File: config.mk
export PLATFORM = sky130hd
export DESIGN_NAME = spdif_encoder
export DESIGN_NICKNAME = d
export VERILOG_FILES = /design/src/rtl/spdif_pkg.sv /design/src/rtl/spdif_bmc_encoder.sv /design/src/rtl/spdif_encoder.sv
export SDC_FILE = /design/constraint.sdc
export NUM_CORES = 1
export LEC_CHECK = 0
export ABC_CLOCK_PERIOD_IN_PS = 4900
export CAP_MARGIN = 30
export CORE_MARGIN = 8
export CORE_UTILIZATION = 55
export DETAILED_ROUTE_END_ITERATION = 10
export PLACE_DENSITY = 0.88
export RECOVER_POWER = 25
export SETUP_SLACK_MARGIN = 0.2
export SKIP_LAST_GASP = 1
export SYNTH_ARGS = -nofsm -noshare
export SYNTH_HDL_FRONTEND = slang
export SYNTH_HIERARCHICAL = 1
export SYNTH_SLANG_ARGS = --single-unit
File: constraint.sdc
create_clock -name clk_in -period 4.9 [get_ports clk_in]
set_input_delay 1.47 -clock clk_in [delete_from_list [all_inputs] [get_ports clk_in]]
set_output_delay 1.47 -clock clk_in [all_outputs]
set_load 0.01 [all_outputs]
File: src/rtl/spdif_pkg.sv
// spdif_pkg: shared constants and types for the S/PDIF transmitter.
// CHSTAT_CONST is only referenced when SPDIF_CHSTAT_EN is defined.
package spdif_pkg;
    localparam logic [7:0] PRE_B = 8'b11101000;
    localparam logic [7:0] PRE_M = 8'b11100010;
    localparam logic [7:0] PRE_W = 8'b11100100;
    localparam logic [4:0] SLOT_AUX_LSB = 5'd4;
    localparam logic [4:0] SLOT_V = 5'd28;
    localparam logic [4:0] SLOT_U = 5'd29;
    localparam logic [4:0] SLOT_C = 5'd30;
    localparam logic [4:0] SLOT_P = 5'd31;
    localparam int DEF_BLOCK_FRAMES = 192;
    // consumer, PCM, copy permitted, 48 kHz, 24-bit word length
    localparam logic [191:0] CHSTAT_CONST = 192'hB_0200_0004;
    typedef enum logic {SF_L, SF_R} subframe_e;
endpackage

File: src/rtl/spdif_bmc_encoder.sv
// spdif_bmc_encoder: biphase-mark line driver with raw preamble insertion.
// Preamble UIs are the pattern XORed with the line level held before the preamble.
module spdif_bmc_encoder (
    input  logic       clk_in,
    input  logic       reset,
    input  logic       ui_stb_i,
    input  logic       pre_i,
    input  logic       half_i,
    input  logic       bit_i,
    input  logic [7:0] pat_i,
    input  logic [2:0] idx_i,
    output logic       tx_o
);
    logic tx_q, tx_d, base_q, base_d;
    always_comb begin
        base_d = (ui_stb_i && pre_i && idx_i == 3'd0) ? tx_q : base_q;
        tx_d = !ui_stb_i ? tx_q : pre_i ? pat_i[3'd7 - idx_i] ^ base_d : half_i ? tx_q ^ bit_i : ~tx_q;
    end
    always_ff @(posedge clk_in) begin
        if (reset) begin
            tx_q <= 1'b0;
            base_q <= 1'b0;
        end else begin
            tx_q <= tx_d;
            base_q <= base_d;
        end
    end
    assign tx_o = tx_q;
endmodule

File: src/rtl/spdif_encoder.sv
// spdif_encoder: IEC 60958 consumer S/PDIF transmitter with one-deep sample holding register.
// Define SPDIF_CHSTAT_EN to send CHSTAT_CONST as channel status; otherwise C is always 0.
module spdif_encoder
    import spdif_pkg::*;
#(
    parameter int UI_DIV = 4,
    parameter int BLOCK_FRAMES = DEF_BLOCK_FRAMES
) (
    input  logic        clk_in,
    input  logic        reset,
    input  logic [23:0] sample_l,
    input  logic [23:0] sample_r,
    input  logic        sample_valid,
    output logic        sample_ready,
    output logic        tx_out,
    output logic        block_start,
    output logic        underrun
);
    localparam int UW = $clog2(UI_DIV);
    localparam int FW = $clog2(BLOCK_FRAMES);
    logic [UW-1:0] ui_cnt_q, ui_cnt_d;
    logic [5:0]    pos_q, pos_d;
    subframe_e     sf_q, sf_d;
    logic [FW-1:0] frame_q, frame_d;
    logic [47:0]   hold_q, hold_d, sh_q, sh_d;
    logic          full_q, full_d, v_q, v_d, par_q, par_d, bs_q, ur_q;
    logic          ui_stb, ui_end, load, xfer, cell_bit, c_bit;
    logic [4:0]    slot;
    logic [7:0]    pat;
    always_comb begin
        slot = pos_q[5:1];
        ui_stb = ui_cnt_q == '0;
        ui_end = ui_cnt_q == UW'(UI_DIV - 1);
        load = ui_stb && pos_q == 6'd0 && sf_q == SF_L;
        sample_ready = !full_q || load;
        xfer = sample_valid && sample_ready;
`ifdef SPDIF_CHSTAT_EN
        c_bit = CHSTAT_CONST[frame_q];
`else
        c_bit = 1'b0;
`endif
        cell_bit = slot == SLOT_P ? par_q : slot == SLOT_C ? c_bit : slot == SLOT_U ? 1'b0 : slot == SLOT_V ? v_q : sh_q[0];
        pat = sf_q == SF_R ? PRE_W : frame_q == '0 ? PRE_B : PRE_M;
        ui_cnt_d = ui_end ? '0 : ui_cnt_q + 1'b1;
        pos_d = ui_end ? pos_q + 6'd1 : pos_q;
        sf_d = (ui_end && pos_q == 6'd63) ? (sf_q == SF_L ? SF_R : SF_L) : sf_q;
        frame_d = (ui_end && pos_q == 6'd63 && sf_q == SF_R) ? (frame_q == FW'(BLOCK_FRAMES - 1) ? '0 : frame_q + 1'b1) : frame_q;
        full_d = load ? xfer : full_q || xfer;
        hold_d = xfer ? {sample_r, sample_l} : hold_q;
        // {R, L} shifts out LSB first; after 24 cells the R sample sits at the bottom
        sh_d = load ? (full_q ? hold_q : '0) : (ui_stb && pos_q[0] && slot >= SLOT_AUX_LSB && slot < SLOT_V) ? sh_q >> 1 : sh_q;
        v_d = load ? !full_q : v_q;
        par_d = (!ui_stb || pos_q[0]) ? par_q : slot < SLOT_AUX_LSB ? 1'b0 : slot < SLOT_P ? par_q ^ cell_bit : par_q;
    end
    always_ff @(posedge clk_in) begin
        if (reset) begin
            ui_cnt_q <= '0;
            pos_q <= '0;
            sf_q <= SF_L;
            frame_q <= '0;
            hold_q <= '0;
            sh_q <= '0;
            full_q <= 1'b0;
            v_q <= 1'b0;
            par_q <= 1'b0;
            bs_q <= 1'b0;
            ur_q <= 1'b0;
        end else begin
            ui_cnt_q <= ui_cnt_d;
            pos_q <= pos_d;
            sf_q <= sf_d;
            frame_q <= frame_d;
            hold_q <= hold_d;
            sh_q <= sh_d;
            full_q <= full_d;
            v_q <= v_d;
            par_q <= par_d;
            bs_q <= load && frame_q == '0;
            ur_q <= load && !full_q;
        end
    end
    assign block_start = bs_q;
    assign underrun = ur_q;
    spdif_bmc_encoder u_bmc (
        .clk_in  (clk_in),
        .reset   (reset),
        .ui_stb_i(ui_stb),
        .pre_i   (slot < SLOT_AUX_LSB),
        .half_i  (pos_q[0]),
        .bit_i   (cell_bit),
        .pat_i   (pat),
        .idx_i   (pos_q[2:0]),
        .tx_o    (tx_out)
    );
endmodule

==> metrics.txt, run 1 <==
status complete, but fails checks; failing checks max-capacitance violations, max-slew violations; CTS H-tree depth 4; Max Slew Vio Count 111; CTS buffer count 17; total power 2.77 mW; largest cells by area after synthesis dfxtp_1, nand2b_1, o221a_2, mux2i_1, a21oi_1; largest net degree at the start of global routing 111; switching pwr 689 uW; post-DP HPWL 6730 um; Worst R2R Setup Slack 2.56 ns; mapped cell area 0.00550 mm2; CTS resizes 0; vias in the first global route 4142; Nets 674; 1st-iter DRT viols 307; Pint 2.08 mW; maximum clock rate 0.268 GHz; Longest Clk Path Bufs 2; Net Sw Frac 0.249; antenna cells 0; crit start category flip-flop; most frequent cell after synthesis dfxtp_1; Synth Area per Inst 9.43 um2; pwr dens 418 mW/mm2; min Tclk post-route 3.73 ns; RR Endpoint hold_q[35]; Synth top area share 0.437; Initial Util 0.565; Die Area 0.0135 mm2; list of most frequent post-synthesis cells dfxtp_1, nand2b_1, nand2_1, a21oi_1, mux2i_1; Area Growth Syn to Fin 20.5%; combinational share of power 0.133; Via density 5.59; Seq pwr share 0.411; vias post-DR 4257; Clk pwr share 0.456; Layout Skew 0.00625 ns; Reg2Reg Depth 6; Slew headroom -0.191; R2R Path Start pos_q[3]; GR Util All Layers 0.180; post-synthesis cell type count 45; first-pass GRT wire length 19500 um; register area share after synthesis 0.437; ys async rst share 0; share of layout cells above drive strength 1 0.143; grt ovf 0; DRC Markers 0; clock root cell clkbuf_8; RD Place Congestion 0.785; Hold Crit Start ui_cnt_q[0]; worst skew pair latency 0.52 ns; endpoint class of the critical path output pin; Hold-fix buffers, CTS 0; worst slew pin tran 1.79 ns; Synth area leader dfxtp_1; Pleak 2.47 nW; Min-Delay Endpoint ui_cnt_q[0]; MaxCap Viol Count 1; PortBufs 54; initial antenna violation count 0; Most used DFF post-synth dfxtp_1; Detailed Route WL 11700 um; post-CTS setup buffers 0; CTS clk-pin slew, worst paths 0.06 ns; WHS Path Cells 1; WP data required 3.43 ns; routed len/inst 15.3 um; antenna viol nets, final 0; FF+latch count, synth 120; Hold Crit Class flip-flop to flip-flop; setup TNS 0 ns; Pre-Repair DR Iteration Count 5; Post-synth EDFFs 0; die height 116 um; RSZ-0062 raised after global routing no; worst-path maximum fanout 8; CTS tree done; row cnt 36; VDD IR-drop max 0.202 mV; core area 0.00973 mm2; Final setup viols 0; CP Data Arrival Time 2.26 ns; Syn Inst Count 583; Clock Sinks 120; Yosys warning count 6; worst setup path class flip-flop to output pin; num ports 55; Die Wd 116 um; final hold vios 0; Tcrit/Tclk final 0.760
layer usage:
layer	wire length, um	global-route usage
met5	0	0
met4	208	0.0735
met3	522	0.0610
met2	5680	0.290
met1	5270	0.216
cells by family (layout without fill, tap and decap cells):
logic type | after synthesis | in the layout | synth area share
AOI/OAI and AO/OA | 115 | 115 | 0.164
xor gates and xnor gates | 9 | 9 | 0.0143
adders and majority gates | 6 | 6 | 0.0136
buffers and inverters | 57 | 100 | 0.0489
DFF | 120 | 120 | 0.437
muxes | 53 | 53 | 0.102
other | 2 | 5 | 0.00137
and+or+nand+nor | 221 | 221 | 0.219
critical path: stages (launching register included):
cell and delay, ns:
dfxtp_1 0.35, or3_4 0.39, inv_2 0.14, nand4_4 0.18
nand2_1 0.12, clkdlybuf4s50_1 0.54
placed cells by master, fill, tap and decap left out, drive strengths merged, types with 3 or more instances in the layout:
| cell | Yosys | final |
|---|---|---|
| nor3 | 7 | 7 |
| o221a | 47 | 47 |
| clkinvlp | 0 | 3 |
| xnor2 | 5 | 5 |
| clkdlybuf4s50 | 0 | 53 |
| bufinv | 0 | 4 |
| inv | 10 | 10 |
| nor2b | 3 | 3 |
| clkbuf | 25 | 19 |
| xor2 | 4 | 4 |
| dfxtp | 120 | 120 |
| nand4 | 9 | 9 |
| a31oi | 3 | 3 |
| ha | 6 | 6 |
| buf | 22 | 5 |
| conb | 2 | 5 |
| nand2 | 60 | 60 |
| or4 | 3 | 3 |
| a21oi | 54 | 54 |
| o21ai | 3 | 3 |
| nand3 | 9 | 9 |
| clkinv | 0 | 6 |
| nor2 | 19 | 19 |
| nand2b | 96 | 96 |
| or3 | 3 | 3 |
| mux2i | 51 | 51 |
worst max path at each step:
stage	startpoint	end	slack [ns]	cells after the start
floorplan	pos_q[3]	sample_ready	2.32	4
global placement	pos_q[3]	sample_ready	1.76	5
detailed placement	pos_q[3]	sample_ready	1.71	5
CTS	pos_q[3]	sample_ready	1.15	5
global route	pos_q[3]	sample_ready	1.06	5
finish	pos_q[3]	sample_ready	1.17	5
cell type report:
class / instances / area (um2)
Clock buffer: 18 / 418
Tap cell: 133 / 166
Multi-Input combinational cell: 409 / 2850
Sequential cell: 120 / 2400
Timing Repair Buffer: 59 / 573
Inverter: 10 / 37.5
Clock inverter: 13 / 180
Fill cell: 706 / 3100
power by group through the flow:
stage                     registers, mW  logic [mW]  clock network, mW
final                              1.14       0.368               1.27
after global routing               1.15       0.404               1.33
after CTS                          1.14       0.369               1.27
after detailed placement           1.15       0.364                  0
after global placement             1.15       0.348                  0
after floorplan                    1.14       0.278                  0
flip-flops by register name, indices dropped and copies added, names as in the netlist:
name and flops:
sh_q 48, underrun 1, u_bmc/tx_o 1, full_q 1, block_start 1, hold_q 48, ui_cnt_q 2, u_bmc/base_q 1
pos_q 6, sf_q 1, frame_q 8, v_q 1, par_q 1
stage by stage:
stage                     worst slack [ns]  area [um2]  hold slack [ns]   util  std cells
after detailed placement              1.71        6030            0.464  0.620        731
after global routing                  1.06        6630            0.480  0.681        762
after CTS                             1.15        6630            0.475  0.681        762
final                                 1.17        6630            0.468  0.681        762
after global placement                1.76        6030            0.438  0.620        731
after floorplan                       2.32        5510            0.427      -        586
(Power assumes the default switching activity.)
==> run 2, diff against run 1 <==
- ABC_CLOCK_PERIOD_IN_PS: 4900 -> 3650
- clock period: 4.9 -> 3.65 ns (I/O delays scaled with it)
==> run 2 against run 1 <==
Effect of this change: the run still ends with max-capacitance violations, max-slew violations left; first-iteration DRC count decreased by 7.2%; final area decreased by 0.49%; sequential share of layout area increased by 0.18 points; register-to-register slack got worse by 1.9 ns; routed wire length decreased by 0.38%; worst hold slack got worse by 0.0047 ns; die area unchanged; critical path depth unchanged; clock skew increased by 0.0027 ns; critical endpoint unchanged; largest cell class unchanged.
==> metrics.txt, run 2 (synthesis results as in run 1) <==
CP endpoint sample_ready; first-pass GRT wire length 19500 um (about the same); antenna cells 0 (unchanged); hold slack final 0.463 ns (-0.00466 ns); MaxCap Viol Count 2 (+1); num ports 55 (unchanged); Slew headroom -0.100 (+0.0910); vias post-DR 4287 (+0.70%); initial antenna violation count 0 (unchanged); core area 0.00973 mm2 (unchanged); Layout Skew 0.00895 ns (+0.00270 ns); CTS clk-pin slew, worst paths 0.06 ns (about the same); CTS H-tree depth 4 (unchanged); WHS Path Cells 1 (unchanged); worst skew pair latency 0.52 ns (about the same); row cnt 36 (unchanged); R2R Path Start pos_q[3]; Via density 5.63 (+0.70%); Reg2Reg Depth 6 (unchanged); Fillers 752 (+6.5%); RD Place Congestion 0.864 (+10%); final hold vios 0 (unchanged); Initial Util 0.565 (unchanged); VDD IR-drop max 0.248 mV (+23%); 1st-iter DRT viols 285 (-7.2%); die height 116 um (unchanged); failing checks max-capacitance violations, max-slew violations; grt met3 use 0.0474 (-0.0135); Area Growth Syn to Fin 19.9%; CTS tree done; grt ovf 0 (unchanged); antenna viol nets, final 0 (unchanged); most frequent cells in the layout dfxtp_1, nand2b_1, nand2_1; Pleak 2.47 nW (about the same); status complete, but fails checks; Pre-Repair DR Iteration Count 6 (+1); min Tclk post-route 3.39 ns; RSZ-0062 raised after global routing no; setup TNS 0 ns (unchanged); crit start category flip-flop; Tcrit/Tclk final 0.928; GR Util All Layers 0.180 (+0.000187); Hold Crit Class flip-flop to flip-flop; WP data required 2.55 ns (-0.88 ns); share of layout cells above drive strength 1 0.140 (-0.00318); Register Area 0.00240 mm2 (unchanged); Multi-input gate area 0.00284 mm2 (-0.18%); post-DP HPWL 6920 um (+2.8%); routed len/inst 15.3 um (-0.38%); Longest Clk Path Bufs 2 (unchanged); Max Slew Vio Count 95 (-14%); Hold-fix buffers, CTS 0 (unchanged); clock root cell clkbuf_8; grt peak-use layer met2; Die Wd 116 um (unchanged); Worst R2R Setup Slack 0.67 ns (-1.89 ns); largest net degree at the start of global routing 64 (-42%); Detailed Route WL 11600 um (-0.38%); Nets 675 (+0.15%); Final setup viols 0 (unchanged); crit path launch pos_q[3]; worst slew pin tran 1.65 ns (-0.136 ns); commonest non-fill, non-tap cell in the layout dfxtp_1; CP Data Arrival Time 2.29 ns (+0.03 ns); pwr dens 550 mW/mm2 (+31%); Die Area 0.0135 mm2 (unchanged); PortBufs 54 (unchanged); CTS buffer count 17 (unchanged); worst-path maximum fanout 8 (unchanged); routing usage on met2 0.303 (+0.0127); endpoint class of the critical path output pin; Clock Sinks 120 (unchanged); largest registers hold_q (48), sh_q (48), frame_q (8); worst setup path class flip-flop to output pin; met1 Use GR 0.206 (-0.00996); maximum clock rate 0.295 GHz; RR Endpoint hold_q[20]; vias in the first global route 4221 (+1.9%); DRC Markers 0 (unchanged)
==> run 2: where the power goes <==
group,internal (mW),switching (mW),total (mW),leakage [nW]
Clock,1.03,0.567,1.60,0.282
Combinational,0.253,0.248,0.502,1.20
Sequential,1.45,0.0812,1.53,0.987
==> run 2: worst min-delay path by stage <==
| stage | from | endpoint | slack [ns] |
|---|---|---|---|
| after global routing | ui_cnt_q[0] | ui_cnt_q[0] | 0.49 |
| final | ui_cnt_q[0] | ui_cnt_q[0] | 0.46 |
| after detailed placement | ui_cnt_q[0] | ui_cnt_q[0] | 0.45 |
| after CTS | ui_cnt_q[0] | ui_cnt_q[0] | 0.47 |
| after global placement | ui_cnt_q[0] | ui_cnt_q[0] | 0.44 |
| after floorplan | ui_cnt_q[0] | ui_cnt_q[0] | 0.43 |
==> run 2: repair_timing <==
action                                  4_1_cts  5_1_grt
gates resized for setup                       0        1
hold endpoints to repair                      0        0
setup buffers                                 0        0
endpoints found under the setup margin        0        1
==> run 2: layer usage <==
layer	wire length (um)	vias to the layer above
li1	-	2123
met1	5180	2027
met2	5690	115
met3	503	22
met4	269	0
met5	0	-
==> run 2: critical path, stage by stage, from the launching register on <==
cell             delay (ns)
dfxtp_1                0.35
or3_1                  0.44
inv_4                  0.13
nand4_4                0.18
nand2_1                0.13
clkdlybuf4s50_1        0.54
==> run 2: final cells by class <==
type                    instances  share of cell area
clock buffers                  22              0.0717
clock inverters                 8              0.0146
inverters                      10             0.00607
multi-input cells             409               0.431
flip-flops and latches        120               0.364
well taps                     133              0.0252
repair buffers                 60              0.0867
==> run 2: per-stage QoR <==
stage	std cells	worst slack (ns)	power (mW)	utilization	area, um2
3_5_place_dp	732	0.836	2.04	0.622	6050
3_3_place_gp	732	0.887	2.01	0.622	6050
2_1_floorplan	586	1.44	1.90	-	5510
6_report	762	0.265	3.63	0.678	6600
5_1_grt	762	0.149	3.76	0.678	6600
4_1_cts	762	0.256	3.64	0.681	6620
